### config.mk
export PLATFORM = sky130hd
export DESIGN_NAME = hpdcache_refill_ack
export DESIGN_NICKNAME = d
export VERILOG_FILES = /design/src/rtl/hpdcache_refill_ack_pkg.sv /design/src/rtl/hpdcache_refill_linebuf.sv /design/src/rtl/hpdcache_refill_ack.sv
export SDC_FILE = /design/constraint.sdc
export NUM_CORES = 1
export LEC_CHECK = 0
export CAP_MARGIN = 25
export CELL_PAD_IN_SITES_DETAIL_PLACEMENT = 1
export CELL_PAD_IN_SITES_GLOBAL_PLACEMENT = 1
export CORE_AREA = 2 2 217 219
export CTS_BUF_LIST = sky130_fd_sc_hd__clkbuf_8
export DETAILED_ROUTE_END_ITERATION = 10
export DIE_AREA = 0 0 219 221
export GPL_TIMING_DRIVEN = 0
export PLACE_DENSITY = 0.75
export SETUP_SLACK_MARGIN = 0.15
export SLEW_MARGIN = 20
export SYNTH_ARGS = -nofsm -noshare
export SYNTH_HDL_FRONTEND = slang
export SYNTH_SLANG_ARGS = --single-unit
### constraint.sdc
create_clock -name clk_i -period 2.1 [get_ports clk_i]
set_input_delay 0.63 -clock clk_i [delete_from_list [all_inputs] [get_ports clk_i]]
set_output_delay 0.63 -clock clk_i [all_outputs]
set_load 0.005 [all_outputs]
### src/rtl/hpdcache_refill_ack_pkg.sv
// Shared types and width helpers for the refill acknowledge path.
package hpdcache_pkg;

  localparam int unsigned SET_W = 7;
  localparam int unsigned TAG_W = 24;
  localparam int unsigned TID_W = 6;
  localparam int unsigned SID_W = 3;

  function automatic int unsigned clog2_min1(input int unsigned n);
    return (n > 1) ? $clog2(n) : 1;
  endfunction

  function automatic int unsigned mset_w(input int unsigned sets);
    return clog2_min1(sets);
  endfunction

  function automatic int unsigned mway_w(input int unsigned ways);
    return clog2_min1(ways);
  endfunction

  typedef enum logic [2:0] {
    RF_IDLE,
    RF_RECV,
    RF_ACK_REQ,
    RF_ACK_RD,
    RF_REFILL,
    RF_RSP
  } refill_fsm_e;

  typedef struct packed {
    logic [TID_W-1:0] req_id;
    logic [SID_W-1:0] src_id;
    logic [SET_W-1:0] cache_set;
    logic [TAG_W-1:0] cache_tag;
    logic             need_rsp;
    logic             is_prefetch;
  } mshr_ack_entry_t;

endpackage

### src/rtl/hpdcache_refill_linebuf.sv
// Refill line buffer: one register per memory beat, written per beat, read as a flat line.
module hpdcache_refill_linebuf
  import hpdcache_pkg::*;
#(
  parameter int unsigned BEATS  = 2,
  parameter int unsigned BEAT_W = 128,
  localparam int unsigned AW    = clog2_min1(BEATS)
) (
  input  logic                    clk_i,
  input  logic                    rst_ni,
  input  logic                    we_i,
  input  logic [AW-1:0]           waddr_i,
  input  logic [BEAT_W-1:0]       wdata_i,
  output logic [BEATS*BEAT_W-1:0] line_o
);

  logic [BEAT_W-1:0] mem_q [BEATS];
  logic [BEAT_W-1:0] mem_d [BEATS];

  always_comb begin
    for (int unsigned i = 0; i < BEATS; i++) begin
      mem_d[i] = mem_q[i];
    end
    if (we_i && (32'(waddr_i) < BEATS)) begin
      mem_d[waddr_i] = wdata_i;
    end
  end

  always_ff @(posedge clk_i or negedge rst_ni) begin
    if (!rst_ni) begin
      for (int unsigned i = 0; i < BEATS; i++) begin
        mem_q[i] <= '0;
      end
    end else begin
      for (int unsigned i = 0; i < BEATS; i++) begin
        mem_q[i] <= mem_d[i];
      end
    end
  end

  always_comb begin
    line_o = '0;
    for (int unsigned i = 0; i < BEATS; i++) begin
      line_o[i*BEAT_W +: BEAT_W] = mem_q[i];
    end
  end

endmodule

### src/rtl/hpdcache_refill_ack.sv
// Collects a multi-beat memory refill, acknowledges the owning MSHR slot, then issues
// the cache refill write and, when the entry asks for it, the core response.
module hpdcache_refill_ack
  import hpdcache_pkg::*;
#(
  parameter int unsigned MSHR_SETS = 32,
  parameter int unsigned MSHR_WAYS = 2,
  parameter int unsigned BEATS     = 2,
  parameter int unsigned BEAT_W    = 128,
  parameter int unsigned WORD_W    = 64,
  localparam int unsigned MSET_W   = mset_w(MSHR_SETS),
  localparam int unsigned MWAY_W   = mway_w(MSHR_WAYS),
  localparam int unsigned ID_W     = MWAY_W + MSET_W,
  localparam int unsigned LINE_W   = BEATS * BEAT_W,
  localparam int unsigned WIDX_W   = clog2_min1(LINE_W / WORD_W)
) (
  input  logic              clk_i,
  input  logic              rst_ni,
  input  logic              mem_rsp_valid_i,
  output logic              mem_rsp_ready_o,
  input  logic [ID_W-1:0]   mem_rsp_id_i,
  input  logic [BEAT_W-1:0] mem_rsp_data_i,
  input  logic              mem_rsp_error_i,
  input  logic              mem_rsp_last_i,
  input  logic              ack_gnt_i,
  output logic              ack_o,
  output logic              ack_cs_o,
  output logic [MSET_W-1:0] ack_set_o,
  output logic [MWAY_W-1:0] ack_way_o,
  input  logic [TID_W-1:0]  ack_req_id_i,
  input  logic [SID_W-1:0]  ack_src_id_i,
  input  logic [SET_W-1:0]  ack_cache_set_i,
  input  logic [TAG_W-1:0]  ack_cache_tag_i,
  input  logic [WIDX_W-1:0] ack_word_i,
  input  logic              ack_need_rsp_i,
  input  logic              ack_is_prefetch_i,
  output logic              refill_valid_o,
  input  logic              refill_ready_i,
  output logic [SET_W-1:0]  refill_set_o,
  output logic [TAG_W-1:0]  refill_tag_o,
  output logic [LINE_W-1:0] refill_data_o,
  output logic              rsp_valid_o,
  input  logic              rsp_ready_i,
  output logic [WORD_W-1:0] rsp_data_o,
  output logic [TID_W-1:0]  rsp_tid_o,
  output logic [SID_W-1:0]  rsp_sid_o,
  output logic              rsp_error_o,
  output logic              busy_o
);

  localparam int unsigned CNT_W = clog2_min1(BEATS);

  refill_fsm_e     state_q, state_d;
  logic [CNT_W-1:0] cnt_q, cnt_d;
  logic            err_q, err_d;
  logic [ID_W-1:0] id_q, id_d;
  mshr_ack_entry_t entry_q, entry_d;
  logic [WIDX_W-1:0] word_q, word_d;

  logic              beat_we;
  logic              beat_at_end;
  logic [LINE_W-1:0] line;

  hpdcache_refill_linebuf #(
    .BEATS  (BEATS),
    .BEAT_W (BEAT_W)
  ) u_linebuf (
    .clk_i   (clk_i),
    .rst_ni  (rst_ni),
    .we_i    (beat_we),
    .waddr_i (cnt_q),
    .wdata_i (mem_rsp_data_i),
    .line_o  (line)
  );

  assign beat_at_end = (cnt_q == CNT_W'(BEATS - 1));

  always_comb begin
    state_d = state_q;
    cnt_d   = cnt_q;
    err_d   = err_q;
    id_d    = id_q;
    entry_d = entry_q;
    word_d  = word_q;
    beat_we = 1'b0;

    unique case (state_q)
      RF_IDLE, RF_RECV: begin
        if (mem_rsp_valid_i) begin
          beat_we = 1'b1;
          if (state_q == RF_IDLE) id_d = mem_rsp_id_i;
          // An early last leaves a partially stale line, so the refill is marked bad.
          if (mem_rsp_last_i || beat_at_end) begin
            state_d = RF_ACK_REQ;
            cnt_d   = '0;
            err_d   = err_q | mem_rsp_error_i | ~beat_at_end;
          end else begin
            state_d = RF_RECV;
            cnt_d   = cnt_q + 1'b1;
            err_d   = err_q | mem_rsp_error_i;
          end
        end
      end
      RF_ACK_REQ: begin
        if (ack_gnt_i) state_d = RF_ACK_RD;
      end
      RF_ACK_RD: begin
        entry_d = '{req_id:      ack_req_id_i,
                    src_id:      ack_src_id_i,
                    cache_set:   ack_cache_set_i,
                    cache_tag:   ack_cache_tag_i,
                    need_rsp:    ack_need_rsp_i,
                    is_prefetch: ack_is_prefetch_i};
        word_d  = ack_word_i;
        if (!err_q) begin
          state_d = RF_REFILL;
        end else if (ack_need_rsp_i && !ack_is_prefetch_i) begin
          state_d = RF_RSP;
        end else begin
          state_d = RF_IDLE;
          err_d   = 1'b0;
        end
      end
      RF_REFILL: begin
        if (refill_ready_i) begin
          if (entry_q.need_rsp && !entry_q.is_prefetch) begin
            state_d = RF_RSP;
          end else begin
            state_d = RF_IDLE;
            err_d   = 1'b0;
          end
        end
      end
      RF_RSP: begin
        if (rsp_ready_i) begin
          state_d = RF_IDLE;
          err_d   = 1'b0;
        end
      end
      default: state_d = RF_IDLE;
    endcase
  end

  always_ff @(posedge clk_i or negedge rst_ni) begin
    if (!rst_ni) begin
      state_q <= RF_IDLE;
      cnt_q   <= '0;
      err_q   <= 1'b0;
      id_q    <= '0;
      entry_q <= '0;
      word_q  <= '0;
    end else begin
      state_q <= state_d;
      cnt_q   <= cnt_d;
      err_q   <= err_d;
      id_q    <= id_d;
      entry_q <= entry_d;
      word_q  <= word_d;
    end
  end

  assign mem_rsp_ready_o = (state_q == RF_IDLE) || (state_q == RF_RECV);
  assign ack_o           = (state_q == RF_ACK_REQ) && ack_gnt_i;
  assign ack_cs_o        = ack_o;
  assign ack_set_o       = id_q[MSET_W-1:0];
  assign ack_way_o       = id_q[MSET_W +: MWAY_W];

  assign refill_valid_o  = (state_q == RF_REFILL);
  assign refill_set_o    = entry_q.cache_set;
  assign refill_tag_o    = entry_q.cache_tag;
  assign refill_data_o   = line;

  assign rsp_valid_o     = (state_q == RF_RSP);
  assign rsp_data_o      = line[word_q*WORD_W +: WORD_W];
  assign rsp_tid_o       = entry_q.req_id;
  assign rsp_sid_o       = entry_q.src_id;
  assign rsp_error_o     = err_q;

  assign busy_o          = (state_q != RF_IDLE);

endmodule

== Word-level counts from Yosys, hierarchy flattened ==
Cells that the tools add are included.
W data, S select, Z words.

* Bits in registers: 311
* Bits in latches: 0
* RAM bits: 0
* Bits in read-only memories: 0
* Input bits: 186
* Output and inout bits: 373
* Word-level logic and storage cells: 70
* Memories: 0

* $add $sub $neg: 1
* Multiply operators: 0
* Div/mod/pow operators: 0
* Magnitude comparators: 2
* Equality and inequality tests: 10
* Shift-type cells: 1
* Multiplexer cells: 23
* Bitwise operators: 4
* Reductions and logical operators: 16

{| class="wikitable"
|+ Operators by type and width
! kind !! count
|-
| $bwmux W256 || 1
|-
| $shiftx A256 B9 Y64 || 1
|-
| $demux W128 S1 || 1
|-
| $mux W128 || 1
|-
| $mux W3 || 7
|-
| $pmux W3 S5 || 1
|-
| $mux W1 || 10
|-
| $eq A3 B2 Y1 const B || 2
|-
| $eq A3 B3 Y1 const B || 2
|-
| $ne A2 B2 Y1 const B || 3
|-
| $reduce_and A5 Y1 || 1
|-
| $logic_and A1 B1 Y1 || 4
|-
| $ne A2 B1 Y1 const B || 2
|-
| $pmux W1 S4 || 1
|-
| $reduce_and A4 Y1 || 1
|-
| $reduce_bool A4 Y1 || 1
|-
| $eq A3 B1 Y1 const B || 1
|-
| $logic_not A3 Y1 || 1
|-
| $reduce_and A3 Y1 || 1
|-
| $reduce_bool A3 Y1 || 1
|-
| $ge A2 B2 Y1 const B || 1
|-
| $logic_not A1 Y1 || 2
|-
| $logic_or A1 B1 Y1 || 2
|-
| $lt A2 B1 Y1 const B || 1
|-
| other kinds (7) || 8
|}

== Depth between registers and ports, before layout ==
* Depth after elaboration: 6
* Depth in mapped cells: 7
* Gate-level depth less buffers: 4

== Modules after synthesis ==
From an unflattened synthesis, not the netlist that was laid out.

* Cell total of the unflattened synthesis: 814
* Area, all modules: 13686.9 um^2

{| class="wikitable"
|+ Modules (own cells, without submodules)
! module !! instances !! cells an instance !! area an instance (um^2) !! seq. area each (um^2)
|-
| hpdcache_refill_linebuf || 1 || 542 || 9569.2 || 6406.1
|-
| hpdcache_refill_ack || 1 || 272 || 4117.7 || 1376.3
|}

== Least setup slack after synthesis ==
OpenSTA, ideal clock, no wires.

* Kind: flip-flop to output port
* Start point: register word_q[0]
* End point: output port rsp_data_o[0]
* Arrival: 1.391 ns
* Required time: 1.470 ns
* Slack: 0.079 ns
* Cell stages (with the launch flop): 4
* Path buffers: 2
* Path through: dfrtp_1 buf_2 buf_2 mux4_2

* Word-level cells in the longest chain between the ends: 1

{| class="wikitable"
|+ RTL lines
! element !! RTL line !! RTL
|-
| start, declared || hpdcache_refill_ack.sv:58 || <nowiki>logic [WIDX_W-1:0] word_q, word_d;</nowiki>
|-
| start signal, assigned || hpdcache_refill_ack.sv:158 || <nowiki>word_q <= word_d;</nowiki>
|-
| $shiftx A256 B9 Y64 || hpdcache_refill_ack.sv:174 || <nowiki>assign rsp_data_o = line[word_q*WORD_W +: WORD_W];</nowiki>
|-
| end, declared || hpdcache_refill_ack.sv:44 || <nowiki>output logic [WORD_W-1:0] rsp_data_o,</nowiki>
|}

No other way between the ends.

== Final worst setup path ==
* Start point: register word_q[0]
* End point: output port rsp_data_o[40]

The elaborated chain is that of the path after synthesis.

==> results.cfg <==
[die]
num_io_pins = 559
die_w_um = 219
fp.dieH_um = 221
core_area_um2 = 46100
die-area_um2 = 48400
start_util = 0.299
rows = 79

[global_routing]
antenna_found_initial = 6
grt.overflow.total = 0
grt_pass1_vias = 12800
track_usage = 0.245
grt_pass1_wl_um = 87300
grt_max_degree = 95

[yosys]
synth_ff_type = dfrtp_1
yosysTopAreaCellShare = 0.566
synthTopCellsByArea = dfrtp_1 (57%), mux2_1 (18%), mux4_2 (10%)
synthCells = 815
ys_seq_area_frac = 0.566
syn_avg_cell_area_um2 = 16.9
synth_area_leader_cell = dfrtp_1
ys_warn_count = 0
synth_cell_types = 33
synth_nets = 1001
syn-cell-area_um2 = 13800
synth_edf_count = 0
ys_ff_latch = 311
async_flop_share = 1.00

[detailed_routing]
dr.first_iter.drc_count = 508
ant_nets = 0
wl_per_cell_um = 27.2
wl_met1_um = 23800
met3_length_um = 5230
routed_via_density = 4.84
drcViolationCount = 0
routed_wl_um = 64700
via_count = 11500
top_layer = met5
wl_met2_um = 33500
first_pass_iters = 4

[timing]
finalCriticalPeriod_ns = 2.93
hold_viol = 0
worst_pin_slew_ns = 0.525
worst_slack_ns = -0.834
rsz0062_at_grt = yes
fin_crit_sh = 1.40
setup_viol = 71
setup-tns-final_ns = -46.26
holdWs_ns = 0.486
relSlewSlack = 0.650
slew_viol_final = 0
max_freq_ghz = 0.341
final.setup_skew_ns = 0.0231

[clock_tree]
root_buffer = clkbuf_8
cts.path.max_buffers = 3
cts_tree = yes
cts_htree_levels = 2
cts_buffers = 55
clock_latency_ns = 0.62
clk_pin_slew_ns = 0.07
cts.sinks = 311

[power]
internal_power_mw = 30.5
pwr-share-clk = 0.127
pwr-share-seq = 0.253
p_comb_frac = 0.620
p_sw_frac = 0.337
p_sw_mw = 15.5
p_per_area_nw_per_um2 = 1820
p_total_mw = 46.0
ir_drop_uv = 880
total_leakage_power_nw = 11.7

[hold_path]
holdCritPathClass = in2async

[worst_setup_path]
crit_arrival_ns = 2.30
crit_path_end_kind = output port
path_cells = buf_6 > buf_12 > buf_12 > buf_16 > buf_12 > mux4_2 > buf_6
cp_max_fo = 5
worst_setup_path_start_kind = flop
crit_type = reg2out
regToRegStartpoint = state_q[1]$_DFFE_PN0P_
critPathSlowestCell = mux4_2
reg2reg_depth = 7
rr_endpoint = u_linebuf.line_o[90]$_DFFE_PN0P_
cp_top_family = buffers and inverters
cp_num_buf_inv = 6
crit_top_cell = buf_12
cpPeakStageDelay_ns = 0.44
required_ns = 1.47
reg2reg_slack_ns = 0.11
critPathLaunch = word_q[0]$_DFFE_PN0P_

[job]
maxCapViolCount = 0

[placement]
globalplace.congestion = 0.808
portBuffers = 558
dpl.cell_count = 1983
place_hpwl_um = 38500
dp_slack_ns = -1.17

[run_status]
violations = setup timing
status = finished with violations

[final_layout]
final_cells = 2381
mostFrequentLayoutCells = buf_6 (328), dfrtp_1 (309), clkdlybuf4s50_1 (185), mux2_4 (158), buf_2 (143)
multiInputGateArea_um2 = 5790
final_common_cell = buf_6
fin_nets = 1915
layout-drive-gt1-share = 0.612
ff_latch_area_um2 = 7780
synthToLayoutAreaGrowth_pct = 83.8
fillCellCount = 4480
==> power by group through the flow <==
stage / logic, mW / registers (mW) / clock network [mW]
detailed placement: 20.0 / 11.7 / 0
global route: 30.0 / 11.9 / 6.26
global placement: 19.7 / 11.5 / 0
finish: 28.5 / 11.6 / 5.86
floorplan: 7.89 / 11.1 / 0
CTS: 24.7 / 11.3 / 5.95
==> Yosys cell counts (2+ instances only) <==
| cell | instances |
|---|---|
| nand2_1 | 2 |
| dfrtp_1 | 311 |
| a21oi_1 | 4 |
| nor2b_1 | 2 |
| mux2_1 | 216 |
| nand3b_1 | 2 |
| buf_8 | 22 |
| inv_1 | 4 |
| nand2b_1 | 4 |
| and2_1 | 2 |
| buf_6 | 6 |
| nor2_1 | 3 |
| buf_2 | 14 |
| o221ai_1 | 3 |
| o21ai_0 | 3 |
| mux4_2 | 64 |
| nor2_8 | 2 |
| clkbuf_1 | 5 |
| buf_4 | 42 |
| mux2_2 | 89 |
| buf_1 | 3 |
==> routing by layer <==
layer  vias up  track usage
met5         -            0
met2       528        0.431
li1       4827            -
met1      6025        0.279
met4         4       0.0900
met3       134       0.0738
==> sequential cells by signal, indices dropped and copies added (netlist names), 2 cells and up <==
name / flops
rsp_sid_o: 3
state_q: 3
id_q: 6
rsp_tid_o: 6
u_linebuf.line_o: 256
entry_q: 2
refill_set_o: 7
refill_tag_o: 24
word_q: 2
==> timing repair <==
item / in CTS / in global routing
buffers inserted: 241 / 30
endpoints found under the hold margin: 65 / 0
hold buffers: 1 / 0
cloned: 8 / 17
gates resized for setup: 1687 / 262
setup endpoints to repair: 440 / 521
pin swaps: 3 / 3
==> worst register-to-register path, stage by stage (launching register included) <==
cell and delay [ns]:
dfrtp_1 0.38, or3b_1 0.39, buf_6 0.15, nor2_8 0.15
buf_12 0.14, buf_16 0.16, clkbuf_16 0.18, mux2_4 0.30
==> cell type report <==
cell class              count  area share
flip-flops and latches    311       0.308
plain buffers              92      0.0460
inverters                   4    0.000693
multi-input cells         408       0.229
clock buffers              65      0.0354
clock inverters            33     0.00851
well taps                 607      0.0300
repair buffers            857       0.342
diodes                      4    0.000396
==> worst max path at each step <==
stage                                                    to  depth (start not counted)  slack (ns)
after floorplan           u_linebuf.line_o[120]$_DFFE_PN0P_                          6        0.15
after global placement     u_linebuf.line_o[17]$_DFFE_PN0P_                          1      -13.32
after detailed placement                      rsp_data_o[6]                          4       -1.17
after CTS                                    rsp_data_o[59]                          7       -0.91
after global routing                         rsp_data_o[40]                          7       -0.91
final                                        rsp_data_o[40]                          7       -0.83
==> stage by stage <==
step	area [um2]	util
6_report	25300	0.549
3_3_place_gp	20100	0.437
3_5_place_dp	20200	0.439
5_1_grt	25300	0.549
4_1_cts	23800	0.516
2_1_floorplan	13800	-
==> cell families after synthesis <==
kind of cell           count (synthesis)  share of synthesized area
AOI/OAI and AO/OA                     17                    0.00828
DFF                                  311                      0.566
and+or+nand+nor                       22                     0.0116
buffers and inverters                 96                     0.0602
muxes                                369                      0.354
Power figures use the tool's default switching activity.
